[src/rtl/resfuzzy_host_tx_if.sv]
// Bundle of the upstream byte stream, the engine-side parallel bus
// and the risk result path for resfuzzy_host_tx.
interface resfuzzy_host_tx_if;
    logic [7:0] in_data;
    logic       in_valid;
    logic       in_ready;
    logic       abort;
    logic       ss;
    logic [7:0] data_bus;
    logic [7:0] risk_in;
    logic [7:0] risk_out;
    logic       risk_valid;
    logic       busy;

    modport slave (
        input  in_data, in_valid, abort, risk_in,
        output in_ready, ss, data_bus, risk_out, risk_valid, busy
    );

    modport master (
        output in_data, in_valid, abort, risk_in,
        input  in_ready, ss, data_bus, risk_out, risk_valid, busy
    );
endinterface

[src/rtl/resfuzzy_host_tx.sv]
// Host transmitter: buffers a sensor frame, drives it under ss,
// then captures the engine's risk byte after a fixed latency.
module resfuzzy_host_tx #(
    parameter int NUM_BYTES  = 4,
    parameter int SETUP_CYC  = 1,
    parameter int HOLD_CYC   = 2,
    parameter int RESULT_LAT = 4
) (
    input  logic               clk,
    input  logic               rst_n,
    resfuzzy_host_tx_if.slave  bus
);

    localparam int IW   = (NUM_BYTES > 1) ? $clog2(NUM_BYTES) : 1;
    localparam int MAX1 = (SETUP_CYC > HOLD_CYC) ? SETUP_CYC : HOLD_CYC;
    localparam int MAXC = (MAX1 > RESULT_LAT) ? MAX1 : RESULT_LAT;
    localparam int CW   = (MAXC > 1) ? $clog2(MAXC) : 1;

    localparam logic [IW-1:0] LAST_IDX  = IW'(NUM_BYTES - 1);
    localparam logic [CW-1:0] SETUP_END = CW'(SETUP_CYC - 1);
    localparam logic [CW-1:0] HOLD_END  = CW'(HOLD_CYC - 1);
    localparam logic [CW-1:0] LAT_END   = CW'(RESULT_LAT - 1);

    typedef enum logic [1:0] {
        FILL,
        SETUP,
        SEND,
        WAIT
    } state_t;

    state_t        r_state;
    logic [7:0]    r_buf [NUM_BYTES];
    logic [IW-1:0] r_wr_idx;
    logic [IW-1:0] r_idx;
    logic [CW-1:0] r_cnt;
    logic          r_in_ready;
    logic          r_ss;
    logic [7:0]    r_bus;
    logic [7:0]    r_risk_out;
    logic          r_risk_valid;
    logic          r_busy;

    logic          w_accept;
    logic          w_last;
    logic [7:0]    w_buf0;

    assign w_accept = bus.in_valid & r_in_ready;
    assign w_last   = (r_wr_idx == LAST_IDX);
    // A one-byte frame writes buf[0] on the same edge SETUP starts.
    assign w_buf0   = (NUM_BYTES == 1) ? bus.in_data : r_buf[0];

    always_ff @(posedge clk) begin
        if (w_accept && !bus.abort && r_state == FILL)
            r_buf[r_wr_idx] <= bus.in_data;
    end

    always_ff @(posedge clk or negedge rst_n) begin
        if (!rst_n) begin
            r_state      <= FILL;
            r_wr_idx     <= '0;
            r_idx        <= '0;
            r_cnt        <= '0;
            r_in_ready   <= 1'b0;
            r_ss         <= 1'b1;
            r_bus        <= 8'h00;
            r_risk_out   <= 8'h00;
            r_risk_valid <= 1'b0;
            r_busy       <= 1'b0;
        end else begin
            r_risk_valid <= 1'b0;
            if (bus.abort) begin
                r_state    <= FILL;
                r_wr_idx   <= '0;
                r_idx      <= '0;
                r_cnt      <= '0;
                r_in_ready <= 1'b1;
                r_ss       <= 1'b1;
                r_bus      <= 8'h00;
                r_busy     <= 1'b0;
            end else begin
                unique case (r_state)
                    FILL: begin
                        r_in_ready <= 1'b1;
                        if (w_accept) begin
                            if (w_last) begin
                                r_wr_idx   <= '0;
                                r_cnt      <= '0;
                                r_state    <= SETUP;
                                r_in_ready <= 1'b0;
                                r_ss       <= 1'b0;
                                r_bus      <= w_buf0;
                                r_busy     <= 1'b1;
                            end else begin
                                r_wr_idx <= r_wr_idx + IW'(1);
                            end
                        end
                    end
                    SETUP: begin
                        if (r_cnt == SETUP_END) begin
                            r_cnt   <= '0;
                            r_idx   <= '0;
                            r_state <= SEND;
                        end else begin
                            r_cnt <= r_cnt + CW'(1);
                        end
                    end
                    SEND: begin
                        if (r_cnt == HOLD_END) begin
                            r_cnt <= '0;
                            if (r_idx == LAST_IDX) begin
                                r_state <= WAIT;
                                r_ss    <= 1'b1;
                                r_bus   <= 8'h00;
                            end else begin
                                r_idx <= r_idx + IW'(1);
                                r_bus <= r_buf[r_idx + IW'(1)];
                            end
                        end else begin
                            r_cnt <= r_cnt + CW'(1);
                        end
                    end
                    WAIT: begin
                        if (r_cnt == LAT_END) begin
                            r_cnt        <= '0;
                            r_state      <= FILL;
                            r_risk_out   <= bus.risk_in;
                            r_risk_valid <= 1'b1;
                            r_in_ready   <= 1'b1;
                            r_busy       <= 1'b0;
                        end else begin
                            r_cnt <= r_cnt + CW'(1);
                        end
                    end
                    default: begin
                        r_state <= FILL;
                    end
                endcase
            end
        end
    end

    assign bus.in_ready   = r_in_ready;
    assign bus.ss         = r_ss;
    assign bus.data_bus   = r_bus;
    assign bus.risk_out   = r_risk_out;
    assign bus.risk_valid = r_risk_valid;
    assign bus.busy       = r_busy;

endmodule

[src/flat_wrapper.sv]
// flat-port wrapper written by rule: the top's interface ports become plain ports
module resfuzzy_host_tx_flat 
#(
    parameter int NUM_BYTES  = 4,
    parameter int SETUP_CYC  = 1,
    parameter int HOLD_CYC   = 2,
    parameter int RESULT_LAT = 4
)
  (clk, rst_n, bus_in_data, bus_in_valid, bus_abort, bus_risk_in, bus_in_ready, bus_ss, bus_data_bus, bus_risk_out, bus_risk_valid, bus_busy);
  resfuzzy_host_tx_if bus_i ();
  input  logic clk;
  input  logic rst_n;
  input wire logic [$bits(bus_i.in_data)-1:0] bus_in_data;
  input wire logic [$bits(bus_i.in_valid)-1:0] bus_in_valid;
  input wire logic [$bits(bus_i.abort)-1:0] bus_abort;
  input wire logic [$bits(bus_i.risk_in)-1:0] bus_risk_in;
  output wire logic [$bits(bus_i.in_ready)-1:0] bus_in_ready;
  output wire logic [$bits(bus_i.ss)-1:0] bus_ss;
  output wire logic [$bits(bus_i.data_bus)-1:0] bus_data_bus;
  output wire logic [$bits(bus_i.risk_out)-1:0] bus_risk_out;
  output wire logic [$bits(bus_i.risk_valid)-1:0] bus_risk_valid;
  output wire logic [$bits(bus_i.busy)-1:0] bus_busy;
  assign bus_i.in_data = bus_in_data;
  assign bus_i.in_valid = bus_in_valid;
  assign bus_i.abort = bus_abort;
  assign bus_i.risk_in = bus_risk_in;
  assign bus_in_ready = bus_i.in_ready;
  assign bus_ss = bus_i.ss;
  assign bus_data_bus = bus_i.data_bus;
  assign bus_risk_out = bus_i.risk_out;
  assign bus_risk_valid = bus_i.risk_valid;
  assign bus_busy = bus_i.busy;
  resfuzzy_host_tx #(.NUM_BYTES(NUM_BYTES), .SETUP_CYC(SETUP_CYC), .HOLD_CYC(HOLD_CYC), .RESULT_LAT(RESULT_LAT)) u_core (.clk(clk), .rst_n(rst_n), .bus(bus_i));
endmodule
[config.mk]
export PLATFORM = sky130hd
export DESIGN_NAME = resfuzzy_host_tx_flat
export DESIGN_NICKNAME = d
export VERILOG_FILES = /design/src/rtl/resfuzzy_host_tx_if.sv /design/src/rtl/resfuzzy_host_tx.sv /design/src/flat_wrapper.sv
export SDC_FILE = /design/constraint.sdc
export NUM_CORES = 1
export LEC_CHECK = 0
export CORE_ASPECT_RATIO = 0.75
export CORE_MARGIN = 2
export CORE_UTILIZATION = 51
export CTS_BUF_LIST = sky130_fd_sc_hd__clkbuf_4 sky130_fd_sc_hd__clkbuf_8
export DETAILED_ROUTE_END_ITERATION = 10
export PLACE_DENSITY = 0.87
export SLEW_MARGIN = 20
export SYNTH_ARGS = -nofsm -noshare
export SYNTH_HDL_FRONTEND = slang
export SYNTH_SLANG_ARGS = --single-unit
[constraint.sdc]
create_clock -name clk -period 1.7 [get_ports clk]
set_input_delay 0.51 -clock clk [delete_from_list [all_inputs] [get_ports clk]]
set_output_delay 0.51 -clock clk [all_outputs]
set_load 0.05 [all_outputs]
# Word-level counts from Yosys, hierarchy flattened
# Memories as Yosys holds them, arrays and structs flattened.
# Cells that the tools add are included.
[classes] n_eq_ne=14 bitwise_logic=2 addsub=3 mux=51 reduce_logical=19
[op_table] operator="$mux 2" n=21
[op_table] operator="$mux 8" n=5
[op_table] operator="$mux 1" n=18
[op_table] operator="$ne 3x2->1 const B" n=6
[op_table] operator="$pmux 2 s4" n=2
[op_table] operator="$pmux 8 s2" n=1
[op_table] operator="$reduce_and 4->1" n=3
[op_table] operator="$eq 2x2->1 const B" n=5
[op_table] operator="$reduce_bool 3->1" n=3
[op_table] operator="$add 2x1->2 const B" n=3
[op_table] operator="$pmux 1 s2" n=3
[op_table] operator="$reduce_and 2->1" n=3
[op_table] operator="$reduce_and 6->1" n=1
[op_table] operator="$reduce_and 5->1" n=1
[op_table] operator="$eq 2x1->1 const B" n=2
[op_table] operator="$logic_not 2->1" n=2
[op_table] operator="$pmux 2 s2" n=1
[op_table] operator="$reduce_bool 2->1" n=2
[op_table] operator="$ne 3x3->1 const B" n=1
[op_table] operator="$reduce_and 3->1" n=1
[op_table] operator="$logic_and 1x1->1" n=2
[op_table] operator="$and 1x1->1" n=1
[op_table] operator="$logic_not 1->1" n=1
[op_table] operator="$not 1->1" n=1
[totals] input_bits=20 regBits=28 memories=1 mem_bits_rw=32
[memory_table] memory="u_core.r_buf" words=4 width=8 rd=2 rd_ports_with_merged_regs=0 wr=1 line="resfuzzy_host_tx.sv:32" text="logic [7:0] r_buf [NUM_BYTES];"

# Depth between registers and ports, before layout
# An unclocked memory read counts as a cell.
[depth] word_depth=6 mapped_depth=7

# Least setup slack after synthesis
# OpenSTA, ideal clock, no wires.
[synth_timing] kind="reg2reg" startpoint="register u_core.r_state[0]" endpoint="memory u_core.r_buf[3][0], enable pin" slack_ns=-0.129 path_stages_with_launch=5 n_path_buf=0 t_arrival_ns=1.459 t_required_ns=1.329 path_cell_list="dfrtp_1 > inv_1 > ha_1 > nand4_1 > nor2_1"
[synth_via] elab_chain_cells=4
[synth_lines] item="from (decl)" line="resfuzzy_host_tx.sv:31" text="state_t r_state;"
[synth_lines] item="from (signal assigned)" line="resfuzzy_host_tx.sv:59" text="r_state <= FILL;"
[synth_lines] item="from (signal assigned)" line="resfuzzy_host_tx.sv:72" text="r_state <= FILL;"
[synth_lines] item="from (signal assigned)" line="resfuzzy_host_tx.sv:88" text="r_state <= SETUP;"
[synth_lines] item="$logic_not 2->1" line="resfuzzy_host_tx.sv:53" text="if (w_accept && !bus.abort && r_state == FILL)"
[synth_lines] item="$logic_and 1x1->1" line="resfuzzy_host_tx.sv:53"
[synth_lines] item="$mux 1" line="resfuzzy_host_tx.sv:53"
[synth_lines] item="$mux 1 (not written as such)" line="resfuzzy_host_tx.sv:54" text="r_buf[r_wr_idx] <= bus.in_data;"
[synth_lines] item="to (decl)" line="resfuzzy_host_tx.sv:32"
# No other way between the ends.

# Worst setup path after layout
[layout_timing] startpoint="register u_core.r_idx[1]" endpoint="register u_core.r_bus[1] (netlist: u_core.bus.data_bus[1])"
[layout_via] elab_chain_cells=6 word_cells_on_any_way=7 cone_classes="add/sub (1); eq/ne (1); mux (4); memory (1)"
[layout_lines] item="from (decl)" line="resfuzzy_host_tx.sv:34" text="logic [IW-1:0] r_idx;"
[layout_lines] item="from (signal assigned)" line="resfuzzy_host_tx.sv:115" text="r_idx <= r_idx + IW'(1);"
[layout_lines] item="$add 2x1->2" line="resfuzzy_host_tx.sv:116" text="r_bus <= r_buf[r_idx + IW'(1)];"
[layout_lines] item="$mem_v2 4x8"
[layout_lines] item="$mux 8 *" line="resfuzzy_host_tx.sv:110" text="if (r_idx == LAST_IDX) begin"
[layout_lines] item="$mux 8 *" line="resfuzzy_host_tx.sv:108" text="if (r_cnt == HOLD_END) begin"
[layout_lines] item="$pmux 8 s2 *" line="resfuzzy_host_tx.sv:81" text="unique case (r_state)"
[layout_lines] item="$mux 8 *" line="resfuzzy_host_tx.sv:71" text="if (bus.abort) begin"
[layout_lines] item="to (signal assigned)" line="resfuzzy_host_tx.sv:91" text="r_bus <= w_buf0;"
[layout_lines] item="to (signal assigned)" line="resfuzzy_host_tx.sv:116"
[layout_lines] item="to (decl)" line="resfuzzy_host_tx.sv:38" text="logic [7:0] r_bus;"
# Mark *: on every way between the ends. The rest lies on a longest branch, timed or not. The select of a mux whose other input is x is not followed.
# A chain may end at the register's enable or synchronous reset.

==> results.txt <==
----------------------------------------------------
[Detailed routing]
  Antenna Nets Post-Route ... 0
  Number of design rule violations left after detail routing ... 0
  Average vias per placed instance ... 5.59
  Final Routed Wirelength ... 7130 um
  Detailed router's first-iteration violation count ... 216
  Number of iterations in the first detailed-routing pass ... 5
  WL/cell ... 18.7 um
  Routed via count ... 2,137

[Final layout]
  Most common library cell in the layout ignoring fill and taps ... sky130_fd_sc_hd__edfxtp_1
  Growth of design area from synthesis to finish ... 45.7%
  Layout cell share with drive strength beyond 1 ... 36.2%
  Final layout net count ... 338
  Post-layout utilization of the core ... 76.5%
  ANT cells ... 0
  Highest-count cells in the layout ignoring fill and taps ... sky130_fd_sc_hd__edfxtp_1 (32), sky130_fd_sc_hd__buf_4 (28), sky130_fd_sc_hd__nand2_1 (27), sky130_fd_sc_hd__dfrtp_1 (27), sky130_fd_sc_hd__buf_12 (22)

[Clock network]
  Number of H-tree branching levels ... 3
  Insertion delay of the later-clocked pin in the worst-skew pair ... 340 ps
  CTS root buffer ... sky130_fd_sc_hd__clkbuf_8
  CTS max path bufs ... 2
  Hold-fix buffers, CTS ... 0
  TritonCTS buffer count ... 9
  Sink count of the clock tree ... 60
  Clock tree from TritonCTS ... done
  Clock slew seen by the registers of the worst setup and hold paths ... 70 ps

[Timing]
  Hold violation count in the final report ... 0
  Worst clock skew on the final layout ... 5.88 ps
  Setup TNS after final layout ... -908 ps
  Minimum period implied by the final worst setup slack ... 1840 ps
  Tightest slew margin relative to the limit ... 70.9%
  Final count of negative-setup-slack endpoints ... 10
  Maximum clock frequency ... 543 MHz
  Fin worst setup slack ... -141 ps
  Unrepaired setup endpoints after global routing ... yes
  Pins over their slew limit ... 0
  Slew @ Worst Pin ... 436 ps
  Fraction of the cycle the final worst path needs ... 108%

[Logic synthesis]
  Share of Yosys cell area claimed by the top area cell type ... 34.4%
  Prevailing post-synth register cell ... sky130_fd_sc_hd__edfxtp_1
  Synthesized netlist cell count ... 226
  Number of register bits inferred by synthesis ... 60
  Leading area contributor after synthesis ... sky130_fd_sc_hd__edfxtp_1
  Post-synthesis instance area ... 2800 um^2
  Number of library cell types mapped by synthesis ... 43
  Mean instance size in the synthesized netlist ... 12.4 um^2
  Sequential element share of the synthesized area ... 59.5%
  Warnings, synthesis ... 0
  Synth async-reset ratio ... 46.7%
  Top cells by area, synth ... sky130_fd_sc_hd__edfxtp_1 (34%), sky130_fd_sc_hd__dfrtp_1 (24%), sky130_fd_sc_hd__ha_1 (7.2%)
  Number of synthesized flops with an enable pin ... 32
  Synthesized Nets ... 262

[GRT]
  Global-route wire length before repair ... 9920 um
  Via count of the first global-routing pass ... 1,991
  Overall fraction of global-route tracks in use ... 22.7%
  Overflow after GRT ... 0
  Initial antenna violation count ... 0
  Largest net degree at the start of global routing ... 29

[Floorplan]
  Initial cell density of the core ... 52.5%
  Chip height ... 68.1 um
  Num rows ... 23
  Horiz. Die Dim ... 89.5 um
  Total I/O pin count ... 40
  Core Area ... 5320 um^2
  Area of the die ... 6100 um^2

[Placement]
  Port Buffers ... 39
  Routability Congestion ... 0.830
  Final HPWL DP ... 4540 um

[Worst setup path]
  Type of the setup path with the least slack ... flip-flop to flip-flop
  CP required ... 1910 ps
  Crit Path Max Fanout ... 5
  Element type at the critical path end ... flip-flop
  Arrival time of the worst setup path ... 2050 ps
  Nature of the critical path startpoint ... flip-flop

[Outcome]
  Failing checks ... setup timing
  Status ... finished, violations left

[Pwr]
  Cell Pwr Density ... 974 nW/um^2
  Static Leakage ... 0.00164 uW
  Worst-case vdd ir drop ... 550 uV
  Tot Pwr ... 3970 uW

[Hold path]
  Hold/Removal Path Class ... input port to asynchronous set/reset pin

[Job]
  Number of max-capacitance violations reported ... 0

----------------------------------------------------
synth_stat cells, types with 2 or more instances:
cell type                    n
sky130_fd_sc_hd__buf_2       3
sky130_fd_sc_hd__nand2_1    27
sky130_fd_sc_hd__mux2_4      3
sky130_fd_sc_hd__a222oi_1    8
sky130_fd_sc_hd__mux2_2      7
sky130_fd_sc_hd__clkbuf_1    4
sky130_fd_sc_hd__o2bb2ai_1   8
sky130_fd_sc_hd__inv_1      16
sky130_fd_sc_hd__nand2b_1    4
sky130_fd_sc_hd__o21ai_0    12
sky130_fd_sc_hd__a21oi_1     4
sky130_fd_sc_hd__mux2i_1     3
sky130_fd_sc_hd__ha_1       16
sky130_fd_sc_hd__dfrtp_1    27
sky130_fd_sc_hd__edfxtp_1   32
sky130_fd_sc_hd__nor2_1     12
sky130_fd_sc_hd__and2_1      3
sky130_fd_sc_hd__nor2b_1     3
sky130_fd_sc_hd__nand3_1     9
sky130_fd_sc_hd__a211oi_1    2
final cells by class:
| type | count | area, um^2 |
|---|---|---|
| sequential | 60 | 1660 |
| fill | 287 | 1250 |
| multi-input combinational | 139 | 1120 |
| timing repair buffer | 74 | 936 |
| clock buffer | 11 | 151 |
| tap | 75 | 93.8 |
| inverter | 18 | 67.6 |
| clock inverter | 5 | 36.3 |
metal layers:
metal  global-route usage, %  wire length (um)  vias to the layer above
li1                        -                 -                      968
met1                    29.8              3030                     1039
met2                    36.8              3420                      112
met3                    7.36               563                       18
met4                    6.34               123                        0
met5                       0                 0                        -
repair_timing:
action                     4_1_cts  5_1_grt
gates resized for setup          7       24
setup endpoints to repair       42       48
gates cloned                     1        1
setup buffers                    2        4
pin swaps                        7        7
through the flow:
stage          hold WS (ps)  setup slack [ps]  cells  instance area [um^2]
6_report                534              -141    382                  4070
5_1_grt                 544              -224    382                  4070
3_5_place_dp            518              -351    358                  3670
2_1_floorplan           214              1.66    226                  2810
3_3_place_gp            502              -261    358                  3670
4_1_cts                 535              -117    377                  3930
critical path, cell delays in order, from the launching register on:
cell,delay [ps]
sky130_fd_sc_hd__dfrtp_1,410
sky130_fd_sc_hd__ha_4,320
sky130_fd_sc_hd__buf_12,130
sky130_fd_sc_hd__mux2_2,330
sky130_fd_sc_hd__a222oi_1,380
sky130_fd_sc_hd__o2bb2ai_1,130
flip-flops by register name (all words and copies together) (netlist names):
name,cells
u_core.r_state,2
u_core.bus.busy,1
u_core.r_cnt,2
u_core.r_wr_idx,2
u_core.bus.in_ready,1
u_core.bus.risk_valid,1
u_core.r_buf,32
u_core.r_idx,2
u_core.bus.risk_out,8
u_core.bus.ss,1
u_core.bus.data_bus,8
final timing paths:
| kind | startpoint | endpoint | slack [ps] | depth (start not counted) |
|---|---|---|---|---|
| hold reg to reg | u_core.bus.risk_out[0] | u_core.bus.risk_out[0] | 540 | 2 |
| hold / removal | rst_n | u_core.bus.data_bus[0] | 530 | 2 |
| setup reg to reg | u_core.r_idx[1] | u_core.bus.data_bus[1] | -140 | 5 |
| min in group clk | u_core.bus.risk_out[0] | u_core.bus.risk_out[0] | 540 | 2 |
| setup / recovery | u_core.r_idx[1] | u_core.bus.data_bus[1] | -140 | 5 |
| max in group asynchronous | rst_n | u_core.bus.ss | 940 | 2 |
logic make-up (layout without fill, tap and decap cells):
| group | after synthesis | after routing | synth area share, % |
|---|---|---|---|
| AOI/OAI and AO/OA | 42 | 42 | 12.0 |
| xor gates and xnor gates | 1 | 1 | 0.313 |
| adders and majority gates | 16 | 16 | 7.16 |
| buffers and inverters | 27 | 108 | 4.03 |
| DFF | 60 | 60 | 59.5 |
| muxes | 13 | 13 | 5.51 |
| and+or+nand+nor | 67 | 67 | 11.5 |
where the power goes:
part	total, uW	switching, uW	internal (uW)
Clock	1180	574	607
Combinational	1060	542	515
Sequential	1730	78.5	1650
Total	3970	1190	2770
Power figures use the tool's default switching activity.
==> patch: new RTL, same flow settings <==
`NUM_BYTES` is set to 4 in 2 places; all go to 8.
--- a/src/rtl/resfuzzy_host_tx.sv
+++ b/src/rtl/resfuzzy_host_tx.sv
@@ -1,7 +1,7 @@
 // Host transmitter: buffers a sensor frame, drives it under ss,
 // then captures the engine's risk byte after a fixed latency.
 module resfuzzy_host_tx #(
-    parameter int NUM_BYTES  = 4,
+    parameter int NUM_BYTES  = 8,
     parameter int SETUP_CYC  = 1,
     parameter int HOLD_CYC   = 2,
     parameter int RESULT_LAT = 4
--- a/src/flat_wrapper.sv
+++ b/src/flat_wrapper.sv
@@ -1,7 +1,7 @@
 // flat-port wrapper written by rule: the top's interface ports become plain ports
 module resfuzzy_host_tx_flat 
 #(
-    parameter int NUM_BYTES  = 4,
+    parameter int NUM_BYTES  = 8,
     parameter int SETUP_CYC  = 1,
     parameter int HOLD_CYC   = 2,
     parameter int RESULT_LAT = 4
Behaviour: not the same (a bounded check fails within 10 cycles, from zero or initial values and one cycle with rst_n low).
==> patch against the unedited design <==
- the run still ends with negative setup slack left
- power rose by 67%
- first-iteration DRC count up 14%
- synthesized area is 46% higher
- setup slack lost 0.022 ns
- sequential cell count up 34
- die area up 43%
- critical path depth unchanged
- cell count increased by 18%
- final area increased by 41%
- wire length rose by 33%
- worst hold slack worse by 0.041 ns
- count of clock-buffer cells in the layout down 2
- critical endpoint is now u_core.bus.data_bus[6]
==> patch: results (changes against the unedited design) <==
Clock latency at the later pin of the worst-skew pair -> 0.38 ns (was 0.34 ns)
ANT cells -> 0 (unchanged)
Fillers -> 428 (was 287)
Initial antenna violation count -> 0 (unchanged)
# setup viols final -> 50 (was 10)
Ys flop type -> edfxtp_1 (unchanged)
Post-synth cell types -> 38 (was 43)
Post-Syn Nets -> 282 (was 262)
Top reg by flops -> u_core.r_buf (unchanged)
DR iter-0 viols -> 247 (was 216)
Vias in the first global route -> 2,519 (was 1,991)
Relative slew slack -> 76.9% (was 70.9%)
Detailed placer's ending HPWL -> 6120 um (was 4540 um)
H-tree levels -> 3 (unchanged)
Pre-Repair DR Iteration Count -> 4 (was 5)
First-pass GRT wire length -> 14,100 um (was 9920 um)
Post-Route WL -> 9470 um (was 7130 um)
Synth top cells by count -> edfxtp_1, dfrtp_1, nor2_1, ha_1, mux2i_1 (was edfxtp_1, dfrtp_1, nand2_1, ha_1, inv_1)
Hold Path Class -> in2async (unchanged)
Total CTS buffers -> 9 (unchanged)
Largest net degree at the start of global routing -> 31 (was 29)
Gpl congestion -> 0.823 (was 0.830)
Violated checks -> negative setup slack (unchanged)
Layout cells sized above 1 -> 42.5% (was 36.2%)
DR vias/cell -> 5.58 (was 5.59)
Largest cells by area after synthesis -> edfxtp_1, dfrtp_1, mux4_1 (was edfxtp_1, dfrtp_1, ha_1)
Status -> finished with violations (unchanged)
Place WS -> -0.557 ns (was -0.351 ns)
Clk root buf -> clkbuf_8 (unchanged)
Overall Global Routing Usage -> 22.4% (was 22.7%)
Post-synth EDFFs -> 64 (was 32)
Max reg flops -> 64 (was 32)
Critical Path Fanout Max -> 8 (was 5)
Register area share after synthesis -> 65.7% (was 59.5%)
Clock buffer depth -> 2 (unchanged)
Reg clk slew, reported paths -> 0.09 ns (was 0.07 ns)
Asr flop ratio synth -> 31.9% (was 46.7%)
Nets@finish -> 376 (was 338)
VDD IR-drop max -> 0.731 mV (was 0.550 mV)
Clk_skew -> 0.0122 ns (was 0.00588 ns)
Buffers on Ports -> 39 (unchanged)
Critical path arrival -> 2.17 ns (was 2.05 ns)
Lkg Pwr -> 2.17 nW (was 1.64 nW)
Ys Warns -> 0 (unchanged)
Final setup margin -> -0.164 ns (was -0.141 ns)
patch: through the flow:
step	total power, W	hold slack [ns]	area, um2	std cells	TNS [ns]
4_1_cts	0.00622	0.486	5560	442	-2.77
5_1_grt	0.00689	0.493	5760	451	-6.54
3_3_place_gp	0.00444	0.491	5210	421	-37.69
6_report	0.00662	0.493	5760	451	-4.03
2_1_floorplan	0.00372	0.214	4170	247	-3.91
3_5_place_dp	0.00452	0.502	5210	421	-40.29
patch: cell families after synthesis:
| kind of cell | share of synthesized area, % |
|---|---|
| xor+xnor | 0.215 |
| mux | 15.6 |
| fa+ha+maj | 4.61 |
| buf+inv | 2.18 |
| flops | 65.7 |
| compound gates | 5.38 |
| simple gates | 6.36 |
patch: layout make-up:
class / instances / share of cell area, %
clock inverters: 7 / 1.54
clock buffers: 9 / 2.15
repair buffers: 91 / 19.9
flip-flops and latches: 94 / 46.5
inverters: 8 / 0.522
well taps: 105 / 2.28
multi-input cells: 137 / 27.1
patch: critical path, stage by stage:
cell and delay, ns:
clkdlybuf4s50_1 0.57, nand4_1 0.23, a2111o_1 0.58, nor2_1 0.15, a221o_1 0.12
patch: per-layer routing:
layer / global-route usage (%) / share of wire [%] / vias up
met1: 30.2 / 44 / 1291
met3: 6.66 / 5.0 / 19
met5: 0 / 0 / -
met4: 7.14 / 2.0 / 0
li1: - / - / 1147
met2: 35.6 / 49 / 60
patch: path summary, 6_finish.rpt:
check,start,endpoint,cells past startpoint
max,bus_in_valid,u_core.bus.data_bus[6],5
min,rst_n,u_core.bus.risk_out[2],2
max reg2reg,u_core.r_wr_idx[0],u_core.bus.data_bus[6],6
min reg2reg,u_core.r_buf[0][5],u_core.bus.data_bus[5],1
max in group asynchronous,rst_n,u_core.bus.ss,2
min in group clk,u_core.r_buf[0][5],u_core.bus.data_bus[5],1
patch: repair_timing:
action | in CTS | in global routing
setup endpoints to repair | 77 | 78
gates resized for setup | 20 | 26
buffers inserted | 5 | 9
pin swaps | 7 | 13
cloned | 0 | 1
patch: power by group:
part | leakage, nW | total [W] | internal, W | switching (W)
clock network | 0.109 | 0.00157 | 0.000715 | 0.000852
logic | 1.09 | 0.00238 | 0.00124 | 0.00114
registers | 0.972 | 0.00268 | 0.00258 | 0.0000969
